[src/rtl/pic_pkg.sv]
// Shared types and constants for the PIC cascade/acknowledge controller.
//   pic_state_e  : acknowledge sequencer states
//   SPURIOUS_LVL : IR level reported when no request is pending at first INTA
package pic_pkg;

    typedef enum logic [1:0] {
        IDLE  = 2'd0,
        INTA1 = 2'd1,
        GAP   = 2'd2,
        INTA2 = 2'd3
    } pic_state_e;

    localparam logic [2:0] SPURIOUS_LVL = 3'd7;

endpackage

[src/rtl/pic_edge_det.sv]
// Edge detector for the already-synchronised INTA strobe.
//   clk, rst : clock, synchronous active-high reset
//   sig      : level being watched
//   fall_c   : combinational pulse, sig 1 -> 0 this cycle
//   rise_c   : combinational pulse, sig 0 -> 1 this cycle
module pic_edge_det (
    input  logic clk,
    input  logic rst,
    input  logic sig,
    output logic fall_c,
    output logic rise_c
);

    logic sig_q;

    // Previous value resets high so an idle-high strobe never looks like an edge.
    always_ff @(posedge clk) begin
        if (rst) begin
            sig_q <= 1'b1;
        end else begin
            sig_q <= sig;
        end
    end

    assign fall_c = sig_q & ~sig;
    assign rise_c = ~sig_q & sig;

endmodule

[src/rtl/pic_cascade_ctrl.sv]
// Interrupt-acknowledge sequencer with 8259-style cascade handling.
//   clk, rst      : clock, synchronous active-high reset
//   inta_n        : CPU acknowledge strobe (active low, synchronised)
//   sngl, master  : single-mode and cascade-master configuration
//   icw3          : master slave-present mask / slave ID in [2:0]
//   irq_level     : resolver's winning level, irq_pend: request pending
//   cas_in        : received CAS lines (slave)
//   cas_out/cas_oe: driven CAS lines and enable (master), decoded from state
//   isr_set       : registered pulse to set ISR[irq_level_lat]
//   irq_level_lat : level captured at the first INTA
//   data_oe       : vector byte enable during the second INTA, decoded
//   ack_done      : registered pulse on sequence completion
//   seq_err       : registered pulse on gap timeout
module pic_cascade_ctrl
    import pic_pkg::*;
#(
    parameter int unsigned GAP_TIMEOUT = 15,
    parameter int unsigned CNT_W       = 4
) (
    input  logic       clk,
    input  logic       rst,
    input  logic       inta_n,
    input  logic       sngl,
    input  logic       master,
    input  logic [7:0] icw3,
    input  logic [2:0] irq_level,
    input  logic       irq_pend,
    input  logic [2:0] cas_in,
    output logic [2:0] cas_out,
    output logic       cas_oe,
    output logic       isr_set,
    output logic [2:0] irq_level_lat,
    output logic       data_oe,
    output logic       ack_done,
    output logic       seq_err
);

    localparam logic [CNT_W-1:0] GAP_LIMIT = CNT_W'(GAP_TIMEOUT);

    pic_state_e       state, state_nxt;
    logic [CNT_W-1:0] gap_cnt, gap_cnt_nxt;
    logic [2:0]       lat_nxt;
    logic             isr_set_nxt, ack_done_nxt, seq_err_nxt;
    logic             fall_c, rise_c;
    logic             casc_match_c, vec_sel_c;

    pic_edge_det u_edge (
        .clk    (clk),
        .rst    (rst),
        .sig    (inta_n),
        .fall_c (fall_c),
        .rise_c (rise_c)
    );

    // State and registered outputs.
    always_ff @(posedge clk) begin
        if (rst) begin
            state         <= IDLE;
            gap_cnt       <= '0;
            irq_level_lat <= 3'd0;
            isr_set       <= 1'b0;
            ack_done      <= 1'b0;
            seq_err       <= 1'b0;
        end else begin
            state         <= state_nxt;
            gap_cnt       <= gap_cnt_nxt;
            irq_level_lat <= lat_nxt;
            isr_set       <= isr_set_nxt;
            ack_done      <= ack_done_nxt;
            seq_err       <= seq_err_nxt;
        end
    end

    // Next-state logic. In GAP an INTA edge takes priority over the timeout.
    always_comb begin
        state_nxt    = state;
        gap_cnt_nxt  = gap_cnt;
        lat_nxt      = irq_level_lat;
        isr_set_nxt  = 1'b0;
        ack_done_nxt = 1'b0;
        seq_err_nxt  = 1'b0;
        unique case (state)
            IDLE: begin
                if (fall_c) begin
                    state_nxt = INTA1;
                    if (irq_pend) begin
                        lat_nxt     = irq_level;
                        isr_set_nxt = 1'b1;
                    end else begin
                        lat_nxt     = SPURIOUS_LVL;
                    end
                end
            end
            INTA1: begin
                if (rise_c) begin
                    state_nxt   = GAP;
                    gap_cnt_nxt = '0;
                end
            end
            GAP: begin
                if (fall_c) begin
                    state_nxt   = INTA2;
                end else if (gap_cnt == GAP_LIMIT) begin
                    state_nxt   = IDLE;
                    seq_err_nxt = 1'b1;
                end else begin
                    gap_cnt_nxt = gap_cnt + CNT_W'(1);
                end
            end
            INTA2: begin
                if (rise_c) begin
                    state_nxt    = IDLE;
                    ack_done_nxt = 1'b1;
                end
            end
            default: state_nxt = IDLE;
        endcase
    end

    // Bus enables follow configuration combinationally so ICW changes act at once.
    always_comb begin
        casc_match_c = master & ~sngl & icw3[irq_level_lat];
        vec_sel_c    = sngl
                     | (master & ~icw3[irq_level_lat])
                     | (~master & (cas_in == icw3[2:0]));
        cas_oe       = (state != IDLE) & casc_match_c;
        cas_out      = cas_oe ? irq_level_lat : 3'd0;
        data_oe      = (state == INTA2) & ~inta_n & vec_sel_c;
    end

endmodule

[config.mk]
export PLATFORM = sky130hd
export DESIGN_NAME = pic_cascade_ctrl
export DESIGN_NICKNAME = d
export VERILOG_FILES = /design/src/rtl/pic_pkg.sv /design/src/rtl/pic_edge_det.sv /design/src/rtl/pic_cascade_ctrl.sv
export SDC_FILE = /design/constraint.sdc
export NUM_CORES = 1
export LEC_CHECK = 0
export CAP_MARGIN = 20
export CORE_MARGIN = 2
export CORE_UTILIZATION = 43
export CTS_CLUSTER_DIAMETER = 60
export DETAILED_ROUTE_END_ITERATION = 7
export GPL_ROUTABILITY_DRIVEN = 0
export PLACE_DENSITY = 0.82
export SLEW_MARGIN = 10
export SYNTH_ARGS = -nofsm -noshare
export SYNTH_HDL_FRONTEND = slang
export SYNTH_SLANG_ARGS = --single-unit
[constraint.sdc]
create_clock -name clk -period 4.3 [get_ports clk]
set_input_delay 1.075 -clock clk [delete_from_list [all_inputs] [get_ports clk]]
set_output_delay 1.075 -clock clk [all_outputs]
set_load 0.02 [all_outputs]
# Yosys cells after proc, flatten, opt, wreduce, memory -nomap -nowiden
# Cells that the tools add are included.
# W data, S select, Z words.
dict set report word_totals {
  regBits 13
  in_bits 20
  word_cells 66
}
dict set report op_classes {
  addsub 1
  order_cmp 1
  eq_ne 11
  muxes 17
  bitwise 20
  reduce_logical 9
}
# cell count
set ops {}
lappend ops {{$mux W4} 3}
lappend ops {{$mux W2} 5}
lappend ops {{$ne A2 B2 Y1 const B} 5}
lappend ops {{$and A1 B1 Y1} 9}
lappend ops {{$not A1 Y1} 9}
lappend ops {{$pmux W2 S4} 1}
lappend ops {{$pmux W4 S2} 1}
lappend ops {{$reduce_and A4 Y1} 2}
lappend ops {{$mux W3} 2}
lappend ops {{$reduce_or A3 Y1} 2}
lappend ops {{$add A4 B1 Y4 const B} 1}
lappend ops {{$eq A2 B2 Y1 const B} 2}
lappend ops {{$eq A4 B4 Y1 const B} 1}
lappend ops {{$lt A3 B4 Y1 const B} 1}
lappend ops {{$mux W1} 4}
lappend ops {{$reduce_bool A2 Y1} 2}
lappend ops {{$bmux W1 S3} 1}
lappend ops {{$eq A3 B3 Y1} 1}
lappend ops {{$ne A3 B3 Y1 const B} 1}
lappend ops {{$eq A2 B1 Y1 const B} 1}
lappend ops {{$logic_not A2 Y1} 1}
lappend ops {{$or A1 B1 Y1} 2}
lappend ops {{$reduce_and A2 Y1} 1}
lappend ops {{$reduce_or A2 Y1} 1}

# Longest topological paths before layout
# Gate-level depths: netlist of run 1.
dict set report depth {
  word_depth 7
  depth_mapped 5
  depth_no_buf 5
}

# Modules after synthesis
# From an unflattened synthesis of run 1, not the netlist that was laid out.
dict set report hier_totals {
  hier_cells 82
  hier_area_um2 790.8
}
# mod instances cells_each area_per_inst_um2 seq_area_each_um2
set modules_own_cells {}
lappend modules_own_cells {pic_cascade_ctrl 1 78 750.7 240.2}
lappend modules_own_cells {pic_edge_det 1 4 40.0 20.0}

# Least setup slack after synthesis of run 1
# No wires, ideal clock.
dict set report synth_timing {
  path_type {input-to-output}
  start {input port icw3[0]}
  end {output port data_oe}
  t_arrival_ns 2.303
  slack_ns 0.922
  stages 4
  path_buffers 0
  path_cell_list {nor2b_1 > a2111oi_2 > o31ai_1 > a211oi_1}
}
dict set report synth_via {
  elab_chain_len 7
}
# element line_no
set synth_lines {}
lappend synth_lines {{start: declaration} pic_cascade_ctrl.sv:25} ;# input logic [7:0] icw3,
lappend synth_lines {{$bmux W1 S3} pic_cascade_ctrl.sv:124} ;# | (master & ~icw3[irq_level_lat])
lappend synth_lines {{$mux W1 (not written as such)} pic_cascade_ctrl.sv:124}
lappend synth_lines {{$not A1 Y1} pic_cascade_ctrl.sv:124}
lappend synth_lines {{$and A1 B1 Y1} pic_cascade_ctrl.sv:124}
lappend synth_lines {{$or A1 B1 Y1} pic_cascade_ctrl.sv:124}
lappend synth_lines {{$or A1 B1 Y1 (*)} pic_cascade_ctrl.sv:125} ;# | (~master & (cas_in == icw3[2:0]));
lappend synth_lines {{$and A1 B1 Y1 (*)} pic_cascade_ctrl.sv:128} ;# data_oe = (state == INTA2) & ~inta_n & vec_sel_c;
lappend synth_lines {{end: declaration} pic_cascade_ctrl.sv:33} ;# output logic data_oe,
# Every way passes the cells marked *; elsewhere a longest branch is shown, timed or not. The select of a mux whose other input is x is not followed.

# Final worst setup path of run 1
# Same ends and word-level chain as after synthesis.

==> results of run 1 <==
## per-layer routing
| layer | vias up | share of wire | GRT usage |
|---|---|---|---|
| li1 | 356 | - | - |
| met1 | 301 | 0.45 | 0.2500 |
| met2 | 17 | 0.50 | 0.3072 |
| met3 | 0 | 0.043 | 0.06122 |
| met4 | 0 | 0 | 0.01818 |
| met5 | - | 0 | 0 |
## final cells by class
| type | count | area [sq um] |
|---|---|---|
| Clock buffer | 4 | 26.28 |
| Fill cell | 133 | 481.7 |
| Inverter | 6 | 22.52 |
| Multi-Input combinational cell | 60 | 412.9 |
| Sequential cell | 13 | 260.3 |
| Tap cell | 16 | 20.02 |
| Timing Repair Buffer | 30 | 300.3 |
## metrics by stage
step	worst slack, ns	area, sq um
floorplan	0.9224	704.4
global placement	0.1664	1016
detailed placement	0.1305	1016
CTS	0.1340	1042
global route	0.02100	1042
finish	0.1489	1042
## state kept, by name, summed over array words and instances (netlist names)
signal,count
state,2
ack_done,1
isr_set,1
u_edge.sig_q,1
irq_level_lat,3
seq_err,1
gap_cnt,4
## cell families after synthesis
kind of cell / synth area share
and+or+nand+nor: 0.3038
AOI/OAI and AO/OA: 0.1812
DFF: 0.3694
buffers and inverters: 0.04439
xor gates and xnor gates: 0.03731
muxes: 0.04618
adders and majority gates: 0.01776
## path summary, 6_finish.rpt
check                     startpoint                      end  slack (ns)  depth (start not counted)
max                          icw3[0]                  data_oe        0.15                          6
min          gap_cnt[1]$_SDFFE_PP0P_  gap_cnt[1]$_SDFFE_PP0P_        0.48                          2
max reg2reg    state[0]$_SDFFE_PP0P_  gap_cnt[0]$_SDFFE_PP0P_        2.79                          4
min reg2reg  gap_cnt[1]$_SDFFE_PP0P_  gap_cnt[1]$_SDFFE_PP0P_        0.48                          2
## layout by cell type, fill, tap and decap left out, drive strengths merged, types with 2 or more instances in the layout
cell type / netlist / layout
clkdlybuf4s50: 0 / 30
nand3: 2 / 2
nor3: 3 / 3
nand2b: 5 / 5
o21ai: 2 / 2
and2: 3 / 3
dfxtp: 13 / 13
clkbuf: 1 / 4
mux2: 2 / 2
xor2: 3 / 3
nor2: 4 / 4
or3: 2 / 2
nor4: 2 / 2
nand2: 5 / 5
a311oi: 3 / 3
a21oi: 5 / 5
inv: 6 / 6
or2: 2 / 2
a31oi: 2 / 2
## where the power goes
group | switching (W) | internal (W) | leakage (nW)
Combinational | 0.0000228 | 0.0000341 | 0.269
Clock | 0.0000348 | 0.0000359 | 0.0150
Sequential | 0.00000753 | 0.000125 | 0.106
## critical path: cells and delay by family
family                 cells  cell delay (ns)
and+or+nand+nor            1             0.15
buffers and inverters      2             1.06
AOI/OAI and AO/OA          3             0.79
==> summary.txt, run 1 <==
Run status
  • Outcome: finished clean

STA
  • RSZ-0062 raised after global routing: no
  • Final Hold Fails: 0
  • Clock skew: 0.001060 ns
  • FMAX: 240.9 MHz
  • Setup TNS: 0 ns
  • Slew Viols, Final: 0
  • Worst-Margin Slew: 0.4932 ns
  • Worst hold slack: 0.4806 ns
  • Tmin final: 4.151 ns
  • Rel. slew slack: 0.6696
  • Tcrit/Tclk final: 0.9654
  • Final number of setup-violating endpoints: 0

Worst setup path
  • Crit path cell chain: clkdlybuf4s50_1, nor2b_1, a2111oi_2, o31ai_1, a211oi_1, clkdlybuf4s50_1
  • Largest stage delay on the critical path: 0.64 ns
  • CP Launch Type: input port
  • WS Path Type: in2out
  • CP Data Required Time: 3.22 ns
  • Most used cell, CP: clkdlybuf4s50_1
  • WP data arrival: 3.08 ns
  • CP max stage cell: clkdlybuf4s50_1
  • CP endpoint kind: primary output
  • Critical path fanouts, max: 2

Layout
  • Non-Filler Instances: 129
  • Final nets: 135
  • Util after Layout: 0.6839
  • Layout area overhead: 47.96%
  • Layout cell share with drive strength beyond 1: 0.09735
  • Diode count: 0

Power and ir drop
  • Leakage power: 0.3896 nW
  • Worst vdd ir: 169.4 uV
  • PD cells: 249.4 nW/um^2
  • Overall power: 0.0002599 W

Drt
  • DR WL/cell: 12.03 microns
  • Final wirelength: 1552 microns
  • Via Count: 674
  • DR DRC count: 0
  • TritonRoute pass-1 iters: 4
  • Vias per inst: 5.225
  • Antenna violation net count after detailed routing: 0
  • DRT iter0 DRCs: 5

Synth
  • Distinct cell type count after synthesis: 36
  • Synth area leaders: dfxtp_1, nand2b_1, a311oi_1
  • Synth Warn #: 0
  • Share of the yosys chip area belonging to registers: 0.3694
  • Post-synth top flop: dfxtp_1
  • EDFF count, synth: 0
  • #FFs+latches synth: 13
  • Mean Syn Cell Area: 8.697 sq um
  • Most frequent cells after synthesis: dfxtp_1, inv_1, a21oi_1, nand2_1, nand2b_1
  • Ys async rst share: 0
  • Post-synth top area cell: dfxtp_1
  • Yosys top cell area share: 0.3694
  • Most common cell in the netlist: dfxtp_1
  • Mapped cell area: 704.4 sq um
  • Post-Synthesis Cells: 81
  • Synthesized Nets: 102

CTS
  • CTS root buf: clkbuf_4
  • # resized after CTS: 0
  • Hold-fix buffers, CTS: 0
  • Setup Buffers After CTS: 0
  • CTS Buf Count: 3
  • Clock Sinks: 13
  • Longest Clk Path Bufs: 2
  • CTS tree: yes
  • Clk slew on worst S/H paths: 0.07 ns
  • Worst-Skew Late Latency: 0.27 ns
  • H-tree Lvls: 1

Placement
  • # port buffers: 30
  • DP HPWL: 1268 microns
  • Placed cells: 125

GRT
  • Vias in the first global route: 630
  • First-pass GRT wire length: 2773 microns
  • GRT Util Overall: 0.1882
  • Largest net degree at the start of global routing: 13
  • Initial antenna violation count: 0
  • Gr ovfl total: 0

Die
  • Io pins: 31
  • Die X: 44.48 microns
  • Core area: 1524 sq um
  • Die ar.: 1978 sq um
  • Starting density of the core: 0.4622
  • Die span in y: 44.48 microns
  • Row Count: 14

Hold path
  • Hold Path Class: reg2reg

Job
  • Max cap viols: 0
Note: power is estimated with default switching activity, not from simulation.
==> inputs of run 2 (changes only) <==
--- a/config.mk
+++ b/config.mk
@@ -8,9 +8,10 @@
 export CAP_MARGIN = 20
 export CORE_MARGIN = 2
 export CORE_UTILIZATION = 43
-export CTS_CLUSTER_DIAMETER = 60
+export CTS_CLUSTER_DIAMETER = 100
 export DETAILED_ROUTE_END_ITERATION = 7
 export GPL_ROUTABILITY_DRIVEN = 0
+export GPL_TIMING_DRIVEN = 0
 export PLACE_DENSITY = 0.82
 export SLEW_MARGIN = 10
 export SYNTH_ARGS = -nofsm -noshare
==> summary.txt, run 2 (synthesis gave the netlist of run 1 again) <==
Run status
  • Outcome: finished clean

Worst setup path
  • Critical path fanouts, max: 4 (+2)
  • CP endpoint kind: primary output
  • WP data arrival: 3.10 ns (+0.02 ns)
  • CP Data Required Time: 3.22 ns (about the same)
  • CP Launch Type: input port
  • WS Path Type: in2out

Drt
  • DR WL/cell: 12.51 microns (+4.0%)
  • Antenna violation net count after detailed routing: 0 (unchanged)
  • TritonRoute pass-1 iters: 3 (-1)
  • DRT iter0 DRCs: 19 (+14)
  • Vias per inst: 5.374 (+2.9%)
  • Final wirelength: 1639 microns (+5.6%)
  • Via Count: 704 (+4.5%)
  • DR DRC count: 0 (unchanged)

Layout
  • Final nets: 137 (+1.5%)
  • Layout area overhead: 50.98%
  • Most frequent cells in the layout: clkdlybuf4s50_1, dfxtp_1, inv_1
  • Largest register by flop count: gap_cnt
  • Max FFs per register: 4 (unchanged)
  • Commonest non-fill, non-tap cell in the layout: clkdlybuf4s50_1
  • Util after Layout: 0.6979 (+0.01396)
  • Diode count: 0 (unchanged)
  • Multi-input logic area: 425.4 sq um (+3.0%)
  • # fillers: 135 (+1.5%)
  • Flip-flop and latch area: 260.3 sq um (unchanged)
  • Regs by FF count: gap_cnt: 4 flops, irq_level_lat: 3 flops, state: 2 flops
  • Layout cell share with drive strength beyond 1: 0.1043 (+0.007003)
  • Final Cell Area: 1064 sq um (+2.0%)

STA
  • Rel. slew slack: 0.6587 (-0.01097)
  • RSZ-0062 raised after global routing: yes
  • Tmin final: 4.172 ns (+0.02110 ns)
  • Slew Viols, Final: 0 (unchanged)
  • Final Hold Fails: 0 (unchanged)
  • Worst-Margin Slew: 0.5096 ns (+0.01638 ns)
  • Final number of setup-violating endpoints: 0 (unchanged)
  • Clock skew: 0.001986 ns (+0.0009263 ns)
  • FMAX: 239.7 MHz (-0.51%)
  • Tcrit/Tclk final: 0.9703 (+0.004906)

Die
  • Row Count: 14 (unchanged)
  • Die X: 44.48 microns (unchanged)
  • Io pins: 31 (unchanged)
  • Starting density of the core: 0.4622 (unchanged)
  • Die span in y: 44.48 microns (unchanged)
  • Die ar.: 1978 sq um (unchanged)
  • Core area: 1524 sq um (unchanged)

CTS
  • Clk slew on worst S/H paths: 0.07 ns (about the same)
  • Worst-Skew Late Latency: 0.27 ns (about the same)
  • Clock Sinks: 13 (unchanged)
  • CTS tree: yes
  • CTS Buf Count: 3 (unchanged)
  • H-tree Lvls: 1 (unchanged)
  • CTS root buf: clkbuf_4
  • Longest Clk Path Bufs: 2 (unchanged)

Power and ir drop
  • PD cells: 248.4 nW/um^2 (-0.37%)
  • Leakage power: 0.3975 nW (+2.0%)
  • Worst vdd ir: 228.8 uV (+35%)

GRT
  • Gr ovfl total: 0 (unchanged)
  • Vias in the first global route: 669 (+6.2%)
  • Initial antenna violation count: 0 (unchanged)
  • Largest net degree at the start of global routing: 11 (-2)
  • First-pass GRT wire length: 2960 microns (+6.7%)
  • GRT Util Overall: 0.2024 (+0.01412)

Job
  • Max cap viols: 0 (unchanged)

Placement
  • Dpl cell area: 1025 sq um (+0.86%)
  • # port buffers: 30 (unchanged)
  • DP HPWL: 1352 microns (+6.6%)

Hold path
  • Hold Path Class: reg2reg
## run 2: power by group
part	switching, W	internal (W)	leakage, nW
logic	0.0000258	0.0000360	0.276
registers	0.00000604	0.000125	0.106
clock network	0.0000358	0.0000359	0.0150
## run 2: routing by layer
layer  vias up  part of all wire  GRT usage
met3         0             0.044    0.08571
met2        14              0.52     0.3333
met5         -                 0          0
met4         0                 0    0.04242
met1       327              0.44     0.2444
li1        363                 -          -
## run 2: worst max-delay path, stage by stage
cell             delay [ns]
clkdlybuf4s50_1        0.50
nor2b_1                0.22
a2111oi_4              0.09
nor4_2                 0.39
and2_1                 0.20
clkdlybuf4s50_1        0.62
## run 2: through the flow
| stage | setup WS [ns] | std cells | total power, W | setup TNS (ns) | hold WS (ns) |
|---|---|---|---|---|---|
| floorplan | 0.9224 | 81 | 0.0001614 | 0 | 0.4492 |
| global placement | 0.1265 | 127 | 0.0001915 | 0 | 0.4659 |
| detailed placement | 0.03764 | 127 | 0.0001932 | 0 | 0.4779 |
| CTS | 0.04926 | 131 | 0.0002652 | 0 | 0.4881 |
| global route | -0.007880 | 131 | 0.0002812 | -0.007895 | 0.5235 |
| finish | 0.1278 | 131 | 0.0002642 | 0 | 0.4886 |
## run 2: path summary, 6_finish.rpt
check,from,end,slack [ns],cells past startpoint
max,icw3[0],cas_out[2],0.13,6
max reg2reg,gap_cnt[0]$_SDFFE_PP0P_,gap_cnt[1]$_SDFFE_PP0P_,2.76,5
min,gap_cnt[1]$_SDFFE_PP0P_,gap_cnt[1]$_SDFFE_PP0P_,0.49,2
min reg2reg,gap_cnt[1]$_SDFFE_PP0P_,gap_cnt[1]$_SDFFE_PP0P_,0.49,2
## run 2: area by class of cell
cell class / count / share of cell area
repair buffers: 30 / 0.2824
multi-input cells: 60 / 0.4000
inverters: 6 / 0.02118
well taps: 16 / 0.01882
clock buffers: 4 / 0.02471
plain buffers: 2 / 0.008235
flip-flops and latches: 13 / 0.2447
## run 2: what timing repair did
| action | 4_1_cts | 5_1_grt |
|---|---|---|
| hold buffers | 0 | 0 |
| setup endpoints to repair | 0 | 1 |
| setup buffers | 0 | 0 |
| gates resized for setup | 0 | 1 |
| endpoints found under the hold margin | 0 | 0 |
==> inputs of run 3 (changes only) <==
--- a/config.mk
+++ b/config.mk
@@ -5,7 +5,6 @@
 export SDC_FILE = /design/constraint.sdc
 export NUM_CORES = 1
 export LEC_CHECK = 0
-export CAP_MARGIN = 20
 export CORE_MARGIN = 2
 export CORE_UTILIZATION = 43
 export CTS_CLUSTER_DIAMETER = 100
==> constraint.sdc (replaced) <==
create_clock -name clk -period 4.3 [get_ports clk]
set_input_delay 1.075 -clock clk [delete_from_list [all_inputs] [get_ports clk]]
set_output_delay 1.075 -clock clk [all_outputs]
set_load 0.005 [all_outputs]
==> summary.txt, run 3 (synthesis gave the netlist of run 1 again) <==
Run status
  • Outcome: finished clean

Die
  • Io pins: 31 (unchanged)
  • Starting density of the core: 0.4622 (unchanged)
  • Die X: 44.48 microns (unchanged)
  • Row Count: 14 (unchanged)
  • Die ar.: 1978 sq um (unchanged)
  • Core area: 1524 sq um (unchanged)
  • Die span in y: 44.48 microns (unchanged)

Worst setup path
  • Critical path fanouts, max: 2 (-2)
  • CP endpoint kind: primary output
  • CP Launch Type: input port
  • CP Data Required Time: 3.22 ns (about the same)
  • Number of cells on the worst reg-to-reg path: 5 (unchanged)
  • WP data arrival: 3.04 ns (-0.06 ns)
  • Worst r2r src: gap_cnt[0]$_SDFFE_PP0P_
  • CP max stage cell: clkdlybuf4s50_1
  • Largest stage delay on the critical path: 0.54 ns (-0.08 ns)
  • R2R Path End: gap_cnt[1]$_SDFFE_PP0P_
  • Most used cell, CP: clkdlybuf4s50_1
  • WS Path Type: in2out
  • Crit path cell chain: clkdlybuf4s50_1, nor2b_1, a2111oi_2, o31ai_1, a211oi_1, clkdlybuf4s50_1
  • Reg2Reg Setup Slack: 2.76 ns (about the same)

Placement
  • DP HPWL: 1352 microns (unchanged)
  • # port buffers: 30 (unchanged)
  • Dpl cell area: 1025 sq um (unchanged)

STA
  • Tcrit/Tclk final: 0.9578 (-0.01245)
  • FMAX: 242.8 MHz (+1.3%)
  • Setup TNS: 0 ns (unchanged)
  • Final Hold Fails: 0 (unchanged)
  • Worst-Margin Slew: 0.5096 ns (unchanged)
  • Final number of setup-violating endpoints: 0 (unchanged)
  • Rel. slew slack: 0.6587 (unchanged)
  • Slew Viols, Final: 0 (unchanged)
  • Clock skew: 0.002144 ns (+0.0001582 ns)
  • Tmin final: 4.119 ns (-0.05351 ns)
  • RSZ-0062 raised after global routing: no

Layout
  • Largest register by flop count: gap_cnt
  • Final Cell Area: 1051 sq um (-1.2%)
  • Regs by FF count: gap_cnt: 4 flops, irq_level_lat: 3 flops, state: 2 flops
  • Final nets: 137 (unchanged)
  • Most frequent cells in the layout: clkdlybuf4s50_1, dfxtp_1, inv_1
  • Diode count: 0 (unchanged)
  • Layout area overhead: 49.20%
  • # fillers: 140 (+3.7%)
  • Layout cell share with drive strength beyond 1: 0.1043 (unchanged)
  • Max FFs per register: 4 (unchanged)
  • Commonest non-fill, non-tap cell in the layout: clkdlybuf4s50_1

Drt
  • Vias per inst: 5.389 (+0.28%)
  • DR DRC count: 0 (unchanged)
  • DR WL/cell: 12.46 microns (-0.43%)
  • Antenna violation net count after detailed routing: 0 (unchanged)
  • DRT iter0 DRCs: 19 (unchanged)
  • Routed wl met2: 846 microns (-0.82%)
  • TritonRoute pass-1 iters: 3 (unchanged)
  • Final wirelength: 1632 microns (-0.43%)
  • Met3 WL post-DR: 72 microns (unchanged)
  • Highest Signal Layer: met3
  • Via Count: 706 (+0.28%)
  • Metal-1 WL: 713 microns (unchanged)

Job
  • Max cap viols: 0 (unchanged)

Power and ir drop
  • PD cells: 245.1 nW/um^2 (-1.3%)
  • Psw: 0.00006230 W (-8.0%)
  • Leakage power: 0.3958 nW (-0.43%)
  • Power Internal: 0.0001953 W (-0.63%)
  • Combinational share of power: 0.217 (-0.017)
  • Flop pwr share: 0.505 (+0.010)
  • Clock power frac: 0.278 (+0.007)
  • Sw frac: 0.2418 (-0.01435)
  • Worst vdd ir: 226.2 uV (-1.1%)

CTS
  • CTS tree: yes
  • Longest Clk Path Bufs: 2 (unchanged)
  • Hold-fix buffers, CTS: 0 (unchanged)
  • H-tree Lvls: 1 (unchanged)
  • # resized after CTS: 0 (unchanged)
  • Clk slew on worst S/H paths: 0.07 ns (about the same)
  • CTS Buf Count: 3 (unchanged)
  • CTS root buf: clkbuf_4
  • Clock Sinks: 13 (unchanged)
  • Setup Buffers After CTS: 0 (unchanged)
  • Worst-Skew Late Latency: 0.27 ns (about the same)

Hold path
  • Hold Path Class: reg2reg
  • WHS Endpoint: gap_cnt[1]$_SDFFE_PP0P_
  • Hold Crit Depth: 2 (unchanged)
  • Min-delay src: gap_cnt[1]$_SDFFE_PP0P_

GRT
  • GRT Util Overall: 0.2024 (unchanged)
  • First-pass GRT wire length: 2960 microns (unchanged)
  • Initial antenna violation count: 0 (unchanged)
  • Vias in the first global route: 669 (unchanged)
  • Gr ovfl total: 0 (unchanged)
  • Largest net degree at the start of global routing: 11 (unchanged)
## run 3: layout make-up
class | count | area [sq um] | area share
Clock buffer | 4 | 26.28 | 0.02500
Tap cell | 16 | 20.02 | 0.01905
Timing Repair Buffer | 30 | 300.3 | 0.2857
Inverter | 6 | 22.52 | 0.02143
Sequential cell | 13 | 260.3 | 0.2476
Buffer | 2 | 8.758 | 0.008333
Multi-Input combinational cell | 60 | 412.9 | 0.3929
## run 3: through the flow
| step | utilization | total power, W | cells | setup WS [ns] | hold slack [ns] |
|---|---|---|---|---|---|
| finish | 0.6897 | 0.0002576 | 131 | 0.1813 | 0.4886 |
| global route | 0.6897 | 0.0002749 | 131 | 0.01162 | 0.5235 |
| CTS | 0.6897 | 0.0002612 | 131 | 0.1519 | 0.4881 |
| detailed placement | 0.6724 | 0.0001891 | 127 | 0.1405 | 0.4779 |
| global placement | 0.6724 | 0.0001875 | 127 | 0.2289 | 0.4659 |
| floorplan | - | 0.0001575 | 81 | 1.242 | 0.4492 |
## run 3: worst max-delay path by stage
stage | slack (ns) | end | depth (start not counted) | from
after floorplan | 1.24 | data_oe | 4 | icw3[0]
after global placement | 0.23 | data_oe | 6 | icw3[0]
after detailed placement | 0.14 | data_oe | 6 | icw3[0]
after CTS | 0.15 | data_oe | 6 | icw3[0]
after global routing | 0.01 | data_oe | 6 | icw3[0]
final | 0.18 | data_oe | 6 | icw3[0]
## run 3: power groups by stage
| stage | Clock [W] | Sequential (W) | Combinational [W] |
|---|---|---|---|
| 3_5_place_dp | 0 | 0.000133 | 0.0000561 |
| 4_1_cts | 0.0000747 | 0.000130 | 0.0000563 |
| 3_3_place_gp | 0 | 0.000133 | 0.0000546 |
| 2_1_floorplan | 0 | 0.000132 | 0.0000255 |
| 5_1_grt | 0.0000818 | 0.000131 | 0.0000621 |
| 6_report | 0.0000716 | 0.000130 | 0.0000558 |
## run 3: critical path, delay by kind of cell
| kind | cells | cell delay, ns |
|---|---|---|
| buf+inv | 2 | 0.98 |
| compound gates | 3 | 0.83 |
| simple gates | 1 | 0.15 |
## run 3: routing by layer
layer / vias to the layer above / GRT usage
met5: - / 0
met4: 0 / 0.04242
met3: 0 / 0.08571
met2: 14 / 0.3333
met1: 328 / 0.2444
li1: 364 / -
